--- src/rtl/disp_mode_ctrl.sv ---
// disp_mode_ctrl: display mode selection, BCD time editing with cursor blink, clock write-back and alarm registers
module disp_mode_ctrl #(
  parameter int BLINK_HALF = 500
) (
  input  logic       CP,
  input  logic       nCR,
  input  logic       key_mode,
  input  logic       key_sel,
  input  logic       key_inc,
  input  logic [7:0] clk_hour,
  input  logic [7:0] clk_minute,
  input  logic [7:0] clk_second,
  input  logic [7:0] sw_minute,
  input  logic [7:0] sw_second,
  output logic [7:0] hour,
  output logic [7:0] minute,
  output logic [7:0] second,
  output logic [1:0] NUM,
  output logic [7:0] set_hour,
  output logic [7:0] set_minute,
  output logic [7:0] set_second,
  output logic       set_we,
  output logic       ring
);
  typedef enum logic [1:0] {M_TIME, M_SET, M_ALARM, M_STOPW} mode_t;
  localparam int CW = $clog2(BLINK_HALF);
  localparam logic [CW-1:0] CMAX = CW'(BLINK_HALF - 1);
  mode_t mode, mode_n;
  logic [1:0] cur, cur_n;
  logic [7:0] eh, em, es, ah, am;
  logic [7:0] eh_n, em_n, es_n, ah_n, am_n;
  logic [CW-1:0] cnt, cnt_n;
  logic ph, ph_n, pend, pend_n;
  logic [7:0] dh, dm, ds;
  logic edit;

  function automatic logic [7:0] bcd_inc(input logic [7:0] v, input logic [7:0] top);
    return v == top ? 8'h00 : v[3:0] == 4'd9 ? {v[7:4] + 4'd1, 4'h0} : v + 8'd1;
  endfunction

  assign edit = mode == M_SET || mode == M_ALARM;

  // state register: mode, cursor, edit buffer, alarm, blink and pending write
  always_ff @(posedge CP or negedge nCR) begin
    if (!nCR) begin
      mode <= M_TIME;
      cur  <= 2'd0;
      eh   <= 8'h00;
      em   <= 8'h00;
      es   <= 8'h00;
      ah   <= 8'h00;
      am   <= 8'h00;
      cnt  <= '0;
      ph   <= 1'b0;
      pend <= 1'b0;
    end else begin
      mode <= mode_n;
      cur  <= cur_n;
      eh   <= eh_n;
      em   <= em_n;
      es   <= es_n;
      ah   <= ah_n;
      am   <= am_n;
      cnt  <= cnt_n;
      ph   <= ph_n;
      pend <= pend_n;
    end
  end

  // next state: key_mode beats key_sel beats key_inc, blink runs only while editing
  always_comb begin
    mode_n = mode;
    cur_n  = cur;
    eh_n   = eh;
    em_n   = em;
    es_n   = es;
    ah_n   = ah;
    am_n   = am;
    cnt_n  = cnt;
    ph_n   = ph;
    pend_n = 1'b0;
    if (key_mode) begin
      mode_n = mode_t'(mode + 2'd1);
      cur_n  = 2'd0;
      cnt_n  = '0;
      ph_n   = 1'b0;
      pend_n = mode == M_SET;
      if (mode == M_TIME) begin
        eh_n = clk_hour;
        em_n = clk_minute;
        es_n = clk_second;
      end
    end else if (edit) begin
      if (key_sel) begin
        cur_n = (mode == M_SET && cur != 2'd2) || (mode == M_ALARM && cur == 2'd0) ? cur + 2'd1 : 2'd0;
        cnt_n = '0;
        ph_n  = 1'b0;
      end else if (key_inc) begin
        cnt_n = '0;
        ph_n  = 1'b0;
        if (mode == M_SET) begin
          eh_n = cur == 2'd0 ? bcd_inc(eh, 8'h23) : eh;
          em_n = cur == 2'd1 ? bcd_inc(em, 8'h59) : em;
          es_n = cur == 2'd2 ? bcd_inc(es, 8'h59) : es;
        end else begin
          ah_n = cur == 2'd0 ? bcd_inc(ah, 8'h23) : ah;
          am_n = cur == 2'd1 ? bcd_inc(am, 8'h59) : am;
        end
      end else begin
        cnt_n = cnt == CMAX ? '0 : cnt + CW'(1);
        ph_n  = cnt == CMAX ? ~ph : ph;
      end
    end
  end

  // display source per mode, with the cursor field blanked in the blank phase
  always_comb begin
    dh = mode == M_TIME ? clk_hour : mode == M_SET ? eh : mode == M_ALARM ? ah : 8'h00;
    dm = mode == M_TIME ? clk_minute : mode == M_SET ? em : mode == M_ALARM ? am : sw_minute;
    ds = mode == M_TIME ? clk_second : mode == M_SET ? es : mode == M_ALARM ? 8'h00 : sw_second;
    dh = ph && cur == 2'd0 ? 8'hFF : dh;
    dm = ph && cur == 2'd1 ? 8'hFF : dm;
    ds = ph && cur == 2'd2 ? 8'hFF : ds;
  end

  // registered outputs: display, function number, clock write-back, alarm match
  always_ff @(posedge CP or negedge nCR) begin
    if (!nCR) begin
      hour       <= 8'h00;
      minute     <= 8'h00;
      second     <= 8'h00;
      NUM        <= 2'd0;
      set_hour   <= 8'h00;
      set_minute <= 8'h00;
      set_second <= 8'h00;
      set_we     <= 1'b0;
      ring       <= 1'b0;
    end else begin
      hour       <= dh;
      minute     <= dm;
      second     <= ds;
      NUM        <= mode;
      set_hour   <= pend ? eh : set_hour;
      set_minute <= pend ? em : set_minute;
      set_second <= pend ? es : set_second;
      set_we     <= pend;
      ring       <= clk_hour == ah && clk_minute == am;
    end
  end
endmodule
--- config.mk ---
export PLATFORM = sky130hd
export DESIGN_NAME = disp_mode_ctrl
export DESIGN_NICKNAME = d
export VERILOG_FILES = /design/src/rtl/disp_mode_ctrl.sv
export SDC_FILE = /design/constraint.sdc
export NUM_CORES = 1
export LEC_CHECK = 0
export CAP_MARGIN = 20
export CORE_MARGIN = 3
export CORE_UTILIZATION = 40
export DETAILED_ROUTE_END_ITERATION = 7
export GPL_TIMING_DRIVEN = 0
export PLACE_DENSITY = 0.71
export SLEW_MARGIN = 20
export SYNTH_ARGS = -nofsm -noshare
export SYNTH_HDL_FRONTEND = slang
export SYNTH_SLANG_ARGS = --single-unit
--- constraint.sdc ---
create_clock -name CP -period 4.59 [get_ports CP]
set_clock_uncertainty 0.2 [all_clocks]
set_input_delay 0.918 -clock CP [delete_from_list [all_inputs] [get_ports CP]]
set_output_delay 0.918 -clock CP [all_outputs]
set_load 0.02 [all_outputs]
## Word-level counts from Yosys, hierarchy flattened

Index checks and enable logic that the tools add are counted.

| storage, ports and cells | value |
|---|---|
| register bits after elaboration | 107 |
| output and inout port bits | 52 |
| input port bits | 45 |

| cells by class | value |
|---|---|
| $add $sub $neg | 13 |
| bitwise gates (word level) | 4 |
| equal/unequal tests | 20 |
| reduce and logical (&&, ||, !) cells | 25 |
| multiplexer cells | 58 |

Operator list:

| operator | number |
|---|---|
| $mux 8 | 43 |
| $mux 9 | 5 |
| $add 8x1->8 const B | 5 |
| $reduce_and 6->1 | 5 |
| $eq 8x7->1 const B | 3 |
| $add 4x1->4 const B | 5 |
| $eq 4x4->1 const B | 5 |
| $eq 8x6->1 const B | 2 |
| $eq 8x8->1 | 2 |
| $reduce_bool 2->1 | 7 |
| $add 9x1->9 const B | 1 |
| $eq 9x9->1 const B | 1 |
| $mux 2 | 4 |
| $logic_and 1x1->1 | 6 |
| $mux 1 | 6 |
| $add 2x1->2 const B | 2 |
| $eq 2x1->1 const B | 2 |
| $eq 2x2->1 const B | 2 |
| $logic_not 2->1 | 2 |
| $ne 2x2->1 const B | 2 |
| $not 1->1 | 4 |
| $reduce_and 2->1 | 2 |
| $reduce_bool 4->1 | 1 |
| $logic_or 1x1->1 | 2 |
| $ne 2x1->1 const B | 1 |

## Longest topological paths before layout

Gate-level depths: netlist of the first run.

| depth | value |
|---|---|
| word-level depth | 9 |
| depth in mapped cells | 9 |

## Least setup slack after synthesis of the first run

OpenSTA, ideal clock, no wires.

| timing | value |
|---|---|
| kind | input -> register |
| start | input port key_sel |
| end | register am[7] |
| slack | 1925 ps |
| data arrival time | 2337 ps |
| cell stages on the path | 6 |
| buffers on the path | 2 |
| cells stage by stage | or3b_1 buf_2 or2_1 buf_6 nor4_4 mux2_1 |

| between the ends | value |
|---|---|
| cells in the longest elaborated chain, start to end | 2 |

RTL lines:

| what | line | source |
|---|---|---|
| start: declaration | 8 | `input logic key_sel,` |
| $not 1->1 (no line) | -- |  |
| $reduce_and 6->1 (no line) | -- |  |
| end signal: assignment | 63 | `am <= am_n;` |
| end: declaration | 30 | `logic [7:0] eh, em, es, ah, am;` |

Every way passes these cells.
A chain may end at the register's enable or synchronous reset.

## Worst setup path in the final report of the first run

| timing | value |
|---|---|
| start | input port key_mode |
| end | register eh[6] |

| between the ends | value |
|---|---|
| cells in the longest elaborated chain, start to end | 2 |
| elaborated cells between the ends (all ways) | 8 |
| classes of those cells | eq/ne (2); mux (1); reduce/logical (5) |

RTL lines:

| what | line | source |
|---|---|---|
| start: declaration | 7 | `input logic key_mode,` |
| $ne 2x1->1 (no line) (tied with other cells) | -- |  |
| $reduce_and 6->1 (no line) | -- |  |
| end signal: assignment | 59 | `eh <= eh_n;` |
| end: declaration | 30 |  |

Several ways; a longest one is shown, not always the timed one.

==> results of run 1 <==
==> area by class of cell <==
cell class	instances	area, µm²
Tap cell	184	230
Timing Repair Buffer	97	990
Fill cell	1316	7100
Buffer	36	154
Inverter	32	120
Multi-Input combinational cell	449	3090
Clock buffer	12	246
Sequential cell	107	2680
Clock inverter	2	37.5
==> metal layers <==
| metal | vias up | global-route usage | share of wire | routed length (µm) |
|---|---|---|---|---|
| met5 | - | 0 | 0 | 0 |
| met4 | 0 | 0.0723 | 0.025 | 422 |
| met3 | 37 | 0.0544 | 0.073 | 1230 |
| met2 | 237 | 0.323 | 0.46 | 7760 |
| met1 | 2633 | 0.278 | 0.44 | 7370 |
| li1 | 2475 | - | - | - |
==> how the worst max path moves through the flow <==
stage	startpoint	end	slack, ns
detailed placement	key_mode	eh[6]	1.07
global placement	nCR	set_second[1]	-1.64
global route	key_mode	eh[6]	1.25
CTS	key_mode	eh[6]	1.45
floorplan	key_sel	am[7]	1.93
finish	key_mode	eh[6]	1.42
==> stage by stage <==
| step | power (mW) | hold WS [ns] |
|---|---|---|
| 2_1_floorplan | 3.01 | 0.152 |
| 3_3_place_gp | 3.88 | 0.168 |
| 3_5_place_dp | 3.96 | 0.186 |
| 4_1_cts | 4.74 | 0.199 |
| 5_1_grt | 5.05 | 0.201 |
| 6_report | 4.73 | 0.193 |
==> sequential cells by signal, summed over array words and instances, names as in the netlist, 8 cells and up <==
register	flops
eh	8
set_minute	8
em	8
es	8
set_hour	8
minute	8
am	8
set_second	8
cnt	9
hour	8
second	8
ah	8
==> layout by cell type, fill, tap and decap left out, drive strengths merged, types with 22 or more instances in the layout <==
cell,synthesis,final
mux2,29,29
a21oi,38,38
o21ai,28,28
xnor2,22,22
nor2,41,41
o211ai,26,26
clkbuf,27,39
nand2,59,59
inv,32,32
ha,27,27
clkdlybuf4s50,0,95
dfrtp,107,107
==> cells by family after synthesis <==
group | share of synthesized area
AO/OA/AOI/OAI | 0.182
XOR/XNOR | 0.0404
adder cells (fa/ha/maj) | 0.0559
buffers and inverters | 0.0454
flip-flops | 0.443
multiplexers | 0.0723
AND/OR/NAND/NOR | 0.160
==> power by group through the flow <==
stage          logic, mW  registers [mW]  clock network, mW
3_5_place_dp        2.33            1.63                  0
2_1_floorplan       1.21            1.80                  0
5_1_grt             2.57            1.66              0.826
3_3_place_gp        2.27            1.61                  0
6_report            2.35            1.61              0.764
4_1_cts             2.34            1.61              0.786
==> results.cfg, run 1 <==
[run_status]
status = complete, no violations

[pwr]
switching_share = 0.415
cellLeakagePower_nw = 3.07
pwr-share-seq = 0.341
power.density_mw_per_mm2 = 627
p_int_mw = 2.77
combinationalPowerShare = 0.497
switchingPower_mw = 1.96
peakVddDrop_uv = 276
p_clk_frac = 0.161

[detailed_routing]
drtIter0Drc = 383
drtPass1Iterations = 5
vias = 5382
drc = 0
ant_nets = 0
routed_wl_mm = 16.8
vias_per_cell = 5.86
routedWlPerCell_um = 18.3

[synthesis]
avgSynthCellArea_um2 = 9.68
synth_cell_types = 62
synth_warnings = 0
synth_nets = 696
synth_common_cells = dfrtp_1 (107), nand2_1 (59), nor2_1 (41)
netlist_instances = 624
synth_edf_count = 0
netlist_top_cells_area = dfrtp_1 (44%), ha_1 (5.6%), mux2_2 (5.2%)
yosysTopAreaCell = dfrtp_1
yosysSeqAreaShare = 0.443
yosysMostFrequentCell = dfrtp_1
synth_async_sr_flop_share = 1.00
ys_ff_latch = 107
netlist_area_mm2 = 0.00604
ys.flop_type = dfrtp_1
synth_top_area_frac = 0.443

[timing]
layout_setup_ws_ns = 1.42
drv_slew = 0
fin_crit_ns = 3.17
max_freq_mhz = 316
rsz0062_at_grt = no
worst_pin_slew_ns = 0.818
finalSetupTns_ns = 0
post-route-period-util = 0.690
finalSetupViolCount = 0
finalHoldViolations = 0
relSlewSlack = 0.448

[grt]
antenna_found_initial = 0
grt_pass1_wl_mm = 27.0
track_usage = 0.206
first_global_vias = 5272
overflow = 0
grt_max_degree = 56

[worst_setup_path]
critPathBufInv = 4
critPathMaxStageDelay_ns = 0.61
cpMostUsedCell = clkbuf_1
startpoint_type = input port
worstPathCellList = clkdlybuf4s50_1, clkbuf_1, clkbuf_1, clkbuf_1, nand3_1, o221ai_1
r2r_start = mode[0]
end_kind = flip-flop
arrival_ns = 3.23
timing.rr.end = es[3]
cp.required_ns = 4.65
worst-path-stages = 6
crit_fanout = 10
r2r.worst_path.cells = 8
cp_slowest_cell = clkdlybuf4s50_1
path_class = input port to flip-flop
crit_family = buffers and inverters
rrSetupSlack_ns = 1.67

[cells_and_area]
stdcell_count = 919
postLayoutCoreUtil = 0.515
antenna_cells = 0
layout-drive-gt1-share = 0.0707
fin_area_mm2 = 0.00754
fin_nets = 804
synthToLayoutAreaGrowth_pct = 24.9

[clock_tree]
cts_resized = 0
cts.clk_slew.worst_paths_ns = 0.07
clk_path_buf_depth = 2
cts.sinks = 107
cts_buffers = 9
worstSkewPairLatency_ns = 0.36
root_buffer = clkbuf_16
cts_setup_buffers = 0
htreeDepth = 3
cts_tree = yes
cts.hold.buffers_added = 0

[floorplanning]
fp.dieH_um = 129
die_w_um = 129
pin_count = 97
die_area_mm2 = 0.0166
rows = 44
start_util = 0.413
core_area_mm2 = 0.0146

[placed_design]
port_buffers = 96
dp.cells = 905
pre_cts_slack_ns = 1.07
placed_cell_area_mm2 = 0.00726
gp_congestion = 0.913
dpl.hpwl_mm = 12.7

[worst_hold_path]
worstHoldPathCells = 0
min-delay-start = pend
hp-class = flip-flop to flip-flop
holdPathEnd = set_we

[run]
cap_violations = 0
Note: power is estimated with default switching activity, not from simulation.
==> inputs of run 2 (changes only) <==
--- a/config.mk
+++ b/config.mk
@@ -10,7 +10,7 @@
 export CORE_UTILIZATION = 40
 export DETAILED_ROUTE_END_ITERATION = 7
 export GPL_TIMING_DRIVEN = 0
-export PLACE_DENSITY = 0.71
+export PLACE_DENSITY = 0.73
 export SLEW_MARGIN = 20
 export SYNTH_ARGS = -nofsm -noshare
 export SYNTH_HDL_FRONTEND = slang
==> constraint.sdc (replaced) <==
create_clock -name CP -period 2.9 [get_ports CP]
set_clock_uncertainty 0.2 [all_clocks]
set_input_delay 0.58 -clock CP [delete_from_list [all_inputs] [get_ports CP]]
set_output_delay 0.58 -clock CP [all_outputs]
set_load 0.02 [all_outputs]
==> results.cfg, run 2 (same netlist as run 1, synthesis figures left out) <==
[run_status]
status = complete, no violations

[pwr]
power.density_mw_per_mm2 = 1010
cellLeakagePower_nw = 3.10
peakVddDrop_uv = 503

[cells_and_area]
stdcell_count = 922
final_common_cell = dfrtp_1
nFillCells = 1315
synthToLayoutAreaGrowth_pct = 26.0
antenna_cells = 0
multi_input_comb_area_mm2 = 0.00310
top_register = cnt
layout-drive-gt1-share = 0.0772
fin_nets = 805
regArea_mm2 = 0.00268
most-common-layout-cells = dfrtp_1 (107), clkdlybuf4s50_1 (95), nand2_1 (59)
largest_reg_flops = 9

[timing]
max_freq_mhz = 369
fin_crit_ns = 2.71
post-route-period-util = 0.935
drv_slew = 0
finalSetupTns_ns = 0
relSlewSlack = 0.527
finalHoldViolations = 0
worst_pin_slew_ns = 0.700
finalSetupViolCount = 0
rsz0062_at_grt = no

[worst_setup_path]
critPathBufInv = 4
startpoint_type = flip-flop
end_kind = flip-flop
path_class = flip-flop to flip-flop
cp_slowest_cell = a41oi_2
worstPathCellList = inv_1, ha_1, clkbuf_1, and2_1, clkbuf_1, a41oi_2, clkbuf_1, o22ai_1
cp.required_ns = 2.92
crit_fanout = 10
critPathMaxStageDelay_ns = 0.44
cpMostUsedCell = clkbuf_1
crit_family = buffers and inverters
arrival_ns = 2.73

[clock_tree]
cts.sinks = 107
cts_tree = yes
clk_path_buf_depth = 2
cts_buffers = 9
root_buffer = clkbuf_16
cts_setup_buffers = 0
htreeDepth = 3
cts.clk_slew.worst_paths_ns = 0.07
worstSkewPairLatency_ns = 0.36

[detailed_routing]
vias = 5428
drtIter0Drc = 535
vias_per_cell = 5.89
routed_wl_mm = 17.4
routedWlPerCell_um = 18.8
drtPass1Iterations = 5
drc = 0
ant_nets = 0

[floorplanning]
start_util = 0.413
rows = 44
die_area_mm2 = 0.0166
fp.dieH_um = 129
core_area_mm2 = 0.0146
pin_count = 97
die_w_um = 129

[placed_design]
gp_congestion = 0.889
dpl.hpwl_mm = 12.8
port_buffers = 96
dp.cells = 905

[grt]
grt_max_degree = 56
antenna_found_initial = 0
track_usage = 0.214
grt_pass1_wl_mm = 28.0
first_global_vias = 5413
overflow = 0

[run]
cap_violations = 0

[worst_hold_path]
hp-class = flip-flop to flip-flop
[run 2: cell count changes in the layout (fill, tap and decap cells not counted)]
cell | before | now
a41oi_1 | 3 | 2
a41oi_2 | 0 | 1
bufinv_16 | 1 | 2
clkbuf_1 | 29 | 27
clkbuf_2 | 0 | 1
clkbuf_8 | 1 | 2
clkinv_2 | 0 | 1
dlygate4sd3_1 | 0 | 1
[run 2: worst paths after layout]
check	cells after the start	slack, ns	end	startpoint
max in group asynchronous	3	1.33	set_hour[5]	nCR
min in group asynchronous	2	0.53	cnt[1]	nCR
min	0	0.19	set_we	pend
max	8	0.19	es[3]	mode[0]
max reg2reg	8	0.19	es[3]	mode[0]
min reg2reg	0	0.19	set_we	pend
[run 2: layer usage]
metal	part of all wire	global-route usage	routed length, µm
met1	0.43	0.289	7500
met2	0.45	0.334	7900
met3	0.082	0.0415	1430
met4	0.031	0.0933	546
met5	0	0	0
[run 2: cell type report]
class / instances / area share
Multi-Input combinational cell: 449 / 0.407
Sequential cell: 107 / 0.352
Timing Repair Buffer: 98 / 0.131
Clock buffer: 12 / 0.0337
Tap cell: 184 / 0.0303
Buffer: 36 / 0.0204
Inverter: 32 / 0.0158
Clock inverter: 4 / 0.00954
[run 2: metrics by stage]
stage	power, mW	setup WS, ns	area [µm²]	hold slack [ns]	utilization
floorplan	4.77	0.472	6040	0.0844	-
global placement	6.16	-2.98	7230	0.166	0.494
detailed placement	6.27	-0.153	7260	0.176	0.496
CTS	7.66	0.0524	7600	0.192	0.519
global route	8.14	0.0496	7610	0.197	0.520
finish	7.67	0.189	7610	0.193	0.520
[run 2: report_power, final]
part | internal, mW | switching (mW)
Sequential | 2.06 | 0.499
Combinational | 1.64 | 2.11
Clock | 0.803 | 0.561
Total | 4.50 | 3.17
[run 2: timing repair]
item / CTS / global route
resized for setup: 0 / 3
setup endpoints to repair: 0 / 11
hold buffers: 1 / 0
endpoints found under the hold margin: 31 / 0
